===== src/rtl/mac_feeder_pkg.sv =====
// Shared types and constants for the 5x5 MAC window feeder.
package mac_feeder_pkg;

  typedef enum logic [1:0] {
    LOAD_FILT = 2'd0,
    FILL      = 2'd1,
    EMIT      = 2'd2,
    NEXT_ROW  = 2'd3
  } state_t;

  localparam int K_SIZE   = 5;
  localparam int WIN_BITS = 25;

endpackage


===== src/rtl/row_line_buf.sv =====
// Five-row shift buffer of ifmap rows; row0 is the oldest, row4 the newest.
module row_line_buf
  import mac_feeder_pkg::*;
#(
  parameter int ROW_LEN = 8
) (
  input  logic               clk,
  input  logic               reset,
  input  logic               shift,
  input  logic [ROW_LEN-1:0] new_row,
  output logic [ROW_LEN-1:0] row0,
  output logic [ROW_LEN-1:0] row1,
  output logic [ROW_LEN-1:0] row2,
  output logic [ROW_LEN-1:0] row3,
  output logic [ROW_LEN-1:0] row4
);

  always_ff @(posedge clk or posedge reset) begin
    if (reset) begin
      row0 <= '0;
      row1 <= '0;
      row2 <= '0;
      row3 <= '0;
      row4 <= '0;
    end else if (shift) begin
      row0 <= row1;
      row1 <= row2;
      row2 <= row3;
      row3 <= row4;
      row4 <= new_row;
    end
  end

endmodule


===== src/rtl/mac_feeder.sv =====
// Streams 5x5 ifmap windows plus a stored 5x5 filter to a MAC array.
// Build macro MAC_FEEDER_FILTER_REUSE_EN keeps the filter across images.
module mac_feeder
  import mac_feeder_pkg::*;
#(
  parameter int FILTER_WIDTH = 8,
  parameter int ROW_LEN      = 8,
  parameter int NUM_ROWS     = 8
) (
  input  logic                      clk,
  input  logic                      reset,
  input  logic                      filt_valid,
  output logic                      filt_ready,
  input  logic [FILTER_WIDTH*5-1:0] filt_data,
  input  logic                      row_valid,
  output logic                      row_ready,
  input  logic [ROW_LEN-1:0]        row_data,
  output logic                      win_valid,
  input  logic                      win_ready,
  output logic [WIN_BITS-1:0]       win_data,
  output logic                      win_last,
  output logic [FILTER_WIDTH*5-1:0] f_row1,
  output logic [FILTER_WIDTH*5-1:0] f_row2,
  output logic [FILTER_WIDTH*5-1:0] f_row3,
  output logic [FILTER_WIDTH*5-1:0] f_row4,
  output logic [FILTER_WIDTH*5-1:0] f_row5,
  output logic                      busy
);

  localparam int RW = $clog2(NUM_ROWS + 1);
  localparam int KW = $clog2(ROW_LEN);
  localparam logic [KW-1:0] LAST_K    = KW'(ROW_LEN - K_SIZE);
  localparam logic [RW-1:0] ROWS_ALL  = RW'(NUM_ROWS);
  localparam logic [RW-1:0] ROWS_FILL = RW'(K_SIZE - 1);
`ifdef MAC_FEEDER_FILTER_REUSE_EN
  localparam state_t DONE_STATE = FILL;
`else
  localparam state_t DONE_STATE = LOAD_FILT;
`endif

  state_t state, state_next;
  logic [2:0]         filt_cnt;
  logic [RW-1:0]      row_cnt;
  logic [KW-1:0]      k, k_load;
  logic               ready_en;
  logic               filt_fire, row_fire, win_fire, last_k, last_next;
  logic [ROW_LEN-1:0] rows    [K_SIZE];
  logic [ROW_LEN-1:0] shifted [K_SIZE];
  logic [WIN_BITS-1:0] win_next;

  row_line_buf #(.ROW_LEN(ROW_LEN)) u_buf (
    .clk     (clk),
    .reset   (reset),
    .shift   (row_fire),
    .new_row (row_data),
    .row0    (rows[0]),
    .row1    (rows[1]),
    .row2    (rows[2]),
    .row3    (rows[3]),
    .row4    (rows[4])
  );

  // ready_en holds filt_ready low until the first clock after reset release
  assign filt_ready = (state == LOAD_FILT) && ready_en;
  assign row_ready  = (state == FILL) || (state == NEXT_ROW);
  assign busy       = (state != LOAD_FILT);
  assign filt_fire  = filt_valid && filt_ready;
  assign row_fire   = row_valid && row_ready;
  assign win_fire   = win_valid && win_ready;
  assign last_k     = (k == LAST_K);
  // First window of a row loads at k; later windows load at k+1 on a transfer
  assign k_load     = win_valid ? k + 1'b1 : k;
  assign last_next  = (k_load == LAST_K) && (row_cnt == ROWS_ALL);

  for (genvar i = 0; i < K_SIZE; i++) begin : g_shift
    assign shifted[i] = rows[i] >> k_load;
  end
  for (genvar r = 0; r < K_SIZE; r++) begin : g_row
    for (genvar c = 0; c < K_SIZE; c++) begin : g_col
      assign win_next[K_SIZE*r+c] = shifted[K_SIZE-1-r][c];
    end
  end

  always_ff @(posedge clk or posedge reset) begin
    if (reset) state <= LOAD_FILT;
    else       state <= state_next;
  end

  always_comb begin
    state_next = state;
    case (state)
      LOAD_FILT: if (filt_fire && filt_cnt == 3'd4) state_next = FILL;
      FILL:      if (row_fire && row_cnt == ROWS_FILL) state_next = EMIT;
      EMIT:      if (win_fire && last_k)
                   state_next = (row_cnt == ROWS_ALL) ? DONE_STATE : NEXT_ROW;
      NEXT_ROW:  if (row_fire) state_next = EMIT;
      default:   state_next = LOAD_FILT;
    endcase
  end

  always_ff @(posedge clk or posedge reset) begin
    if (reset) begin
      ready_en  <= 1'b0;
      filt_cnt  <= '0;
      row_cnt   <= '0;
      k         <= '0;
      win_valid <= 1'b0;
      win_last  <= 1'b0;
      win_data  <= '0;
      f_row1    <= '0;
      f_row2    <= '0;
      f_row3    <= '0;
      f_row4    <= '0;
      f_row5    <= '0;
    end else begin
      ready_en <= 1'b1;
      if (filt_fire) begin
        case (filt_cnt)
          3'd0:    f_row1 <= filt_data;
          3'd1:    f_row2 <= filt_data;
          3'd2:    f_row3 <= filt_data;
          3'd3:    f_row4 <= filt_data;
          default: f_row5 <= filt_data;
        endcase
        filt_cnt <= (filt_cnt == 3'd4) ? 3'd0 : filt_cnt + 3'd1;
      end
      if (row_fire) row_cnt <= row_cnt + 1'b1;
      if (state == EMIT) begin
        if (!win_valid) begin
          win_valid <= 1'b1;
          win_data  <= win_next;
          win_last  <= last_next;
        end else if (win_ready) begin
          if (last_k) begin
            win_valid <= 1'b0;
            win_last  <= 1'b0;
            k         <= '0;
            if (row_cnt == ROWS_ALL) row_cnt <= '0;
          end else begin
            k        <= k + 1'b1;
            win_data <= win_next;
            win_last <= last_next;
          end
        end
      end
    end
  end

endmodule


===== config.mk =====
export PLATFORM = sky130hd
export DESIGN_NAME = mac_feeder
export DESIGN_NICKNAME = d
export VERILOG_FILES = /design/src/rtl/mac_feeder_pkg.sv /design/src/rtl/row_line_buf.sv /design/src/rtl/mac_feeder.sv
export SDC_FILE = /design/constraint.sdc
export NUM_CORES = 1
export LEC_CHECK = 0
export CAP_MARGIN = 20
export CORE_UTILIZATION = 27
export DETAILED_ROUTE_END_ITERATION = 12
export PLACE_DENSITY = 0.59
export REMOVE_ABC_BUFFERS = 1
export SLEW_MARGIN = 40
export SYNTH_ARGS = -nofsm -noshare
export SYNTH_HDL_FRONTEND = slang
export SYNTH_SLANG_ARGS = --single-unit

===== constraint.sdc =====
create_clock -name clk -period 10.7 [get_ports clk]
set_input_delay 2.675 -clock clk [delete_from_list [all_inputs] [get_ports clk]]
set_output_delay 2.675 -clock clk [all_outputs]
set_load 0.1 [all_outputs]

# Yosys cells after proc, flatten, opt, wreduce, memory -nomap -nowiden
# Cells that the tools add are included.
dict set report word_totals {
  elab_cells 90
  in_bits 53
  register_bits 280
}
dict set report op_classes {
  n_reduce_logical 22
  eq_ne 17
  add_sub_neg 3
  bitwise_logic 1
  shift 5
  n_mux 24
}
# op n
set ops {}
lappend ops {{2-to-1 mux 25 bit} 3}
lappend ops {{right shift 8 x 3 -> 5 bit} 5}
lappend ops {{2-to-1 mux 4 bit} 6}
lappend ops {{== test 3 x 2 -> 1 bit (second input constant)} 4}
lappend ops {{AND reduction 2 bit} 6}
lappend ops {{2-to-1 mux 2 bit} 5}
lappend ops {{2-to-1 mux 3 bit} 3}
lappend ops {{logical AND 1 bit} 8}
lappend ops {{case mux 2 bit (4 select lines)} 1}
lappend ops {{adder 3 x 1 -> 3 bit (second input constant)} 2}
lappend ops {{2-to-1 mux 1 bit} 6}
lappend ops {{!= test 2 x 1 -> 1 bit (second input constant)} 3}
lappend ops {{!= test 2 bit (second input constant)} 3}
lappend ops {{AND reduction 3 bit} 2}
lappend ops {{adder 4 x 1 -> 4 bit (second input constant)} 1}
lappend ops {{== test 2 bit (second input constant)} 2}
lappend ops {{== test 4 x 3 -> 1 bit (second input constant)} 1}
lappend ops {{== test 4 bit (second input constant)} 1}
lappend ops {{AND reduction 4 bit} 1}
lappend ops {{OR reduction 4 bit} 1}
lappend ops {{== test 3 x 1 -> 1 bit (second input constant)} 1}
lappend ops {{== test 3 bit (second input constant)} 1}
lappend ops {{logical NOT 3 bit} 1}
lappend ops {{== test 2 x 1 -> 1 bit (second input constant)} 1}
lappend ops {{4 further kinds} 4}

# Logic depth before layout (Yosys ltp)
# Gate-level depths: netlist of the first run.
dict set report logic_depth {
  depth_word 9
  depth_mapped 9
}

# Hierarchy
# A second synthesis of the first run with hierarchy kept.
dict set report unflattened {
  hier_cells 829
  hier_area_um2 11923.9
}
# module n_inst area_each_um2 cells_per_inst
set modules_own_cells {}
lappend modules_own_cells {mac_feeder 1 10423.7 744}
lappend modules_own_cells {row_line_buf 1 1500.2 85}

# Worst setup path before layout of the first run
# No wires, ideal clock.
dict set report synth_timing {
  kind {reg2out}
  from {reg state[0]}
  to {out filt_ready}
  path_slack_ns 5.707
  arrival_time_ns 2.318
  n_path_buf 0
  path_stages_with_launch 3
  cell_sequence {dfrtp_1 or2_2 nor2_1}
}
dict set report synth_via {
  elab_chain_len 2
}
# item line_no
set synth_lines {}
lappend synth_lines {{start: declaration} mac_feeder.sv:41} ;# state_t state, state_next;
lappend synth_lines {{start signal: assignment} mac_feeder.sv:86} ;# else state <= state_next;
lappend synth_lines {{logical NOT 2 bit} mac_feeder.sv:64} ;# assign filt_ready = (state == LOAD_FILT) && ready_en;
lappend synth_lines {{logical AND 1 bit} mac_feeder.sv:64}
lappend synth_lines {{end: declaration} mac_feeder.sv:13} ;# output logic filt_ready,
# No other way between the ends.

# Worst setup path after layout of the first run
# Same ends and word-level chain as after synthesis.

==> impl_metrics.env, run 1 <==
export IMPL_skew_ns=0.0179
export IMPL_cts_hold_fix_buffers=0
export IMPL_min_path_type="register to register"
export IMPL_die_h_um=213
export IMPL_wl_met3_um=2610
export IMPL_hold_viol_final=0
export IMPL_worst_pin_slew_ns=0.772
export IMPL_fp_row_count=76
export IMPL_ys_flop_type="dfrtp_1"
export IMPL_drt_total_wl_um=33300
export IMPL_finalCritPeriodShare_pct=43.0
export IMPL_relSlewSlack_pct=47.1
export IMPL_fin_crit_ns=4.60
export IMPL_wl_met1_um=15000
export IMPL_vias_per_cell=4.63
export IMPL_syn_cell_area_um2=12000
export IMPL_gr_usage_all_layers_pct=14.6
export IMPL_synth_edf_count=0
export IMPL_rsz0062_at_grt="no"
export IMPL_final_antenna_net_count=0
export IMPL_cp_end_kind="primary output"
export IMPL_worstSkewPairLatency_ns=0.54
export IMPL_grt_pass1_vias=8047
export IMPL_grt_max_degree=123
export IMPL_setup_tns_ns=0
export IMPL_start_util_pct=27.7
export IMPL_globalplace_congestion=0.777
export IMPL_synth_area_per_cell_um2=14.2
export IMPL_finalNetCount=1195
export IMPL_n_antenna_cell=0
export IMPL_max_cap_violations=0
export IMPL_antenna_found_initial=1
export IMPL_synth_top_area_share_pct=58.3
export IMPL_setup_viol=0
export IMPL_core_area_um2=43500
export IMPL_dr_pass1_iters=4
export IMPL_top_layer_used="met5"
export IMPL_port_buffers=282
export IMPL_drt_initial_drc_count=400
export IMPL_worstSetupStartpointType="register"
export IMPL_dp_hpwl_um=22700
export IMPL_ios=283
export IMPL_cp_required_ns=8.03
export IMPL_met2WireLength_um=15000
export IMPL_status="completed"
export IMPL_clockBufferDepth=3
export IMPL_cts_tree="yes"
export IMPL_clock_sinks=280
export IMPL_postCtsResizedCells=0
export IMPL_cts_made_buffers=35
export IMPL_cp_max_fo=9
export IMPL_cts_setup_buffers=0
export IMPL_synthArstFlopShare_pct=100
export IMPL_grt_overflow=0
export IMPL_timing_fmax_mhz=217
export IMPL_crit_type="register to primary output"
export IMPL_multi_input_area_um2=4690
export IMPL_die_area_um2=45400
export IMPL_grt_pass1_wl_um=49900
export IMPL_maxSlewViolCount=0
export IMPL_htree_levels=2
export IMPL_fin_util_pct=35.5
export IMPL_place_inst=1678
export IMPL_syn_instance_count=848
export IMPL_avgRoutedWirePerCell_um=19.2
export IMPL_fill_cells=4306
export IMPL_die_w_um=213
export IMPL_yosys_warnings=0
export IMPL_seq_area_frac_synth_pct=58.3
export IMPL_path_clk_slew_ns=0.06
export IMPL_syn2layout_area_growth_pct=28.5
export IMPL_drive_above_1_share_pct=47.2
export IMPL_drc=0
export IMPL_ys_types=47
export IMPL_ff_latch_area_um2=7010
export IMPL_ys_ff_latch=280
export IMPL_post_place_ws_ns=5.74
export IMPL_synth_area_leaders="dfrtp_1 58%, mux2_2 18%, mux2_4 5.1%, mux2i_1 2.2%, nand2_1 1.2%"
export IMPL_yosys_area_top_type="dfrtp_1"
export IMPL_cts_root_buf="clkbuf_16"
export IMPL_worst_slack_ns=6.10
export IMPL_vias=8041
export IMPL_fin_cells=1735
export IMPL_cp_arrival_ns=1.93
==> stage by stage <==
step / hold WS [ns] / cell area, µm²
6_report: 0.482 / 15400
5_1_grt: 0.506 / 15400
4_1_cts: 0.488 / 15400
3_5_place_dp: 0.466 / 14300
3_3_place_gp: 0.471 / 15400
2_1_floorplan: 0.471 / 11700
==> cells by family (layout without fill, tap and decap cells) <==
group / after synthesis / after routing / share of synthesized area, %
compound gates: 93 / 93 / 5.47
xor+xnor: 5 / 5 / 0.677
fa+ha+maj: 10 / 10 / 1.04
buf+inv: 70 / 372 / 2.87
flops: 280 / 280 / 58.3
mux: 266 / 266 / 26.4
other cells: 1 / 1 / 0.0312
simple gates: 123 / 123 / 5.23
==> sequential cells by signal, indices dropped and copies added (netlist names), 2 cells and up <==
name,count
f_row1,40
u_buf.row2,8
filt_cnt,3
f_row5,40
f_row2,40
f_row4,40
u_buf.row4,8
u_buf.row0,8
row_cnt,4
f_row3,40
u_buf.row3,8
win_data,25
k,3
u_buf.row1,8
state,2
==> worst max-delay path, stage by stage (launching register included) <==
cell and delay (ns):
dfrtp_1 0.46, or2_2 0.32, nor2_1 0.15, buf_2 0.45
==> final timing paths <==
kind	slack [ns]	startpoint	end	depth (start not counted)
hold reg to reg	0.48	win_last	win_last	2
hold / removal	0.48	win_last	win_last	2
min in group asynchronous	2.69	reset	u_buf.row4[0]	2
setup reg to reg	7.98	k[1]	win_data[21]	6
max in group asynchronous	6.80	reset	f_row4[5]	3
setup / recovery	6.10	state[0]	filt_ready	3
==> layout make-up <==
type / instances / share of cell area, %
sequential: 280 / 45.4
inverter: 18 / 0.519
tap: 585 / 4.74
clock buffer: 48 / 6.32
multi-input combinational: 498 / 30.4
clock inverter: 7 / 0.681
timing repair buffer: 299 / 12.0
==> per-layer routing <==
layer	vias to the layer above	global-route usage, %
li1	3653	-
met5	-	0
met1	4073	19.6
met2	268	22.6
met3	45	4.21
met4	2	4.69
==> cells in the final DEF (no fill, tap or decap), types with 22 or more instances in the layout <==
master | Yosys | final
buf_2 | 24 | 230
clkbuf_16 | 0 | 36
nand2_1 | 39 | 36
a31oi_1 | 22 | 22
mux2i_1 | 27 | 26
clkdlybuf4s50_1 | 0 | 52
mux2_4 | 41 | 41
nor2_1 | 26 | 26
mux2_2 | 193 | 193
dfrtp_1 | 280 | 280
==> cell usage after synthesis (all sizes together) (2+ instances only) <==
master / number
and2: 2
xor2: 2
nor2b: 2
nor3: 2
clkbuf: 20
or3: 2
nor4bb: 4
a22o: 5
o21ai: 13
nor2: 26
o22a: 16
ha: 10
nand2: 39
o21a: 2
mux4: 5
a21o: 9
o221ai: 5
nand4: 5
xnor2: 3
nand3: 22
a31oi: 22
nand3b: 7
or4bb: 4
a311o: 4
o22ai: 4
inv: 18
buf: 32
nand2b: 2
and3: 2
dfrtp: 280
mux2i: 27
nor3b: 2
a21oi: 9
mux2: 234
Power of run 1 is left out: the tool's default activity adds up to more than one toggle a clock period on the data nets, which glitch-free logic cannot reach.
==> inputs of run 2 (changes only) <==
- PLACE_DENSITY: 0.59 -> 0.58
- clock period: 10.7 -> 4.72 ns (I/O delays scaled with it)
==> impl_metrics.env, run 2 (same netlist as run 1, synthesis figures left out) <==
export IMPL_gr_usage_all_layers_pct=14.5
export IMPL_maxSlewViolCount=0
export IMPL_clock_sinks=280
export IMPL_drc=0
export IMPL_worstPathCellList="or2_2 > nor2_1 > buf_2"
export IMPL_fin_crit_ns=3.11
export IMPL_relSlewSlack_pct=42.2
export IMPL_worst_slack_ns=1.61
export IMPL_timing_fmax_mhz=322
export IMPL_critPathSlowestCell="buf_2"
export IMPL_die_area_um2=45400
export IMPL_grt_overflow=0
export IMPL_cp_max_fo=9
export IMPL_drt_total_wl_um=33200
export IMPL_setup_viol=0
export IMPL_vias=8085
export IMPL_skew_ns=0.0230
export IMPL_path_clk_slew_ns=0.06
export IMPL_final_common_cell="dfrtp_1"
export IMPL_fp_row_count=76
export IMPL_crit_type="register to primary output"
export IMPL_hold_viol_final=0
export IMPL_cp_required_ns=3.54
export IMPL_vias_per_cell=4.63
export IMPL_htree_levels=2
export IMPL_syn2layout_area_growth_pct=29.0
export IMPL_drive_above_1_share_pct=47.4
export IMPL_fin_util_pct=35.7
export IMPL_antenna_found_initial=0
export IMPL_final_antenna_net_count=0
export IMPL_final_cell_mix="280 x dfrtp_1, 229 x buf_2, 193 x mux2_2"
export IMPL_cts_made_buffers=35
export IMPL_max_cap_violations=0
export IMPL_worstSetupStartpointType="register"
export IMPL_worst_pin_slew_ns=0.868
export IMPL_ios=283
export IMPL_path_buf_inv=1
export IMPL_cts_hold_fix_buffers=0
export IMPL_globalplace_congestion=0.802
export IMPL_cp_arrival_ns=1.93
export IMPL_grt_pass1_vias=8131
export IMPL_die_h_um=213
export IMPL_cp_top_family="simple AND/OR/NAND/NOR gates"
export IMPL_post_place_ws_ns=1.09
export IMPL_clockBufferDepth=3
export IMPL_core_area_um2=43500
export IMPL_postCtsResizedCells=0
export IMPL_cts_setup_buffers=0
export IMPL_status="completed"
export IMPL_grt_pass1_wl_um=50100
export IMPL_dp_hpwl_um=23000
export IMPL_min_path_type="register to register"
export IMPL_cts_tree="yes"
export IMPL_avgRoutedWirePerCell_um=19.0
export IMPL_finalNetCount=1202
export IMPL_grt_max_degree=123
export IMPL_finalCritPeriodShare_pct=65.9
export IMPL_die_w_um=213
export IMPL_port_buffers=282
export IMPL_dr_pass1_iters=5
export IMPL_cts_root_buf="clkbuf_16"
export IMPL_drt_initial_drc_count=388
export IMPL_rsz0062_at_grt="no"
export IMPL_setup_tns_ns=0
export IMPL_cp_end_kind="primary output"
export IMPL_critPathMaxStageDelay_ns=0.47
export IMPL_worstSkewPairLatency_ns=0.53
export IMPL_start_util_pct=27.7
export IMPL_n_antenna_cell=0
[run 2: routing by layer]
layer / global-route usage (%) / share of wire [%]
met2: 23.1 / 45
met3: 4.96 / 9.2
met5: 0 / 0
met4: 3.85 / 2.1
met1: 18.7 / 44
[run 2: area by class of cell]
type                    count  area [µm²]
fillers                  4278       27900
multi-input cells         498        4690
repair buffers            306        1910
clock buffers              51         966
inverters                  18        80.1
flip-flops and latches    280        7010
well taps                 585         732
clock inverters            10         133
[run 2: final timing paths]
path	start	end	slack [ns]	depth (start not counted)
worst min register to register	win_last	win_last	0.48	2
worst max-delay path	state[0]	filt_ready	1.61	3
min in group asynchronous	reset	u_buf.row2[0]	1.22	2
max in group asynchronous	reset	f_row5[23]	2.65	3
worst min-delay path	win_last	win_last	0.48	2
worst max register to register	k[1]	win_data[21]	1.91	6
[run 2: tightest hold or removal path: cells and delay by family, from the launching register on]
kind,cells,cell delay [ns]
DFF,1,0.34
and+or+nand+nor,1,0.05
AOI/OAI and AO/OA,1,0.05
[run 2: stage by stage]
stage	cell area (µm²)	instances	hold slack, ns
6_report	15500	1748	0.479
5_1_grt	15500	1748	0.512
3_5_place_dp	14400	1687	0.475
4_1_cts	15500	1748	0.495
2_1_floorplan	11700	796	0.471
3_3_place_gp	15500	1684	0.469
Power of run 2 is left out for the same reason.
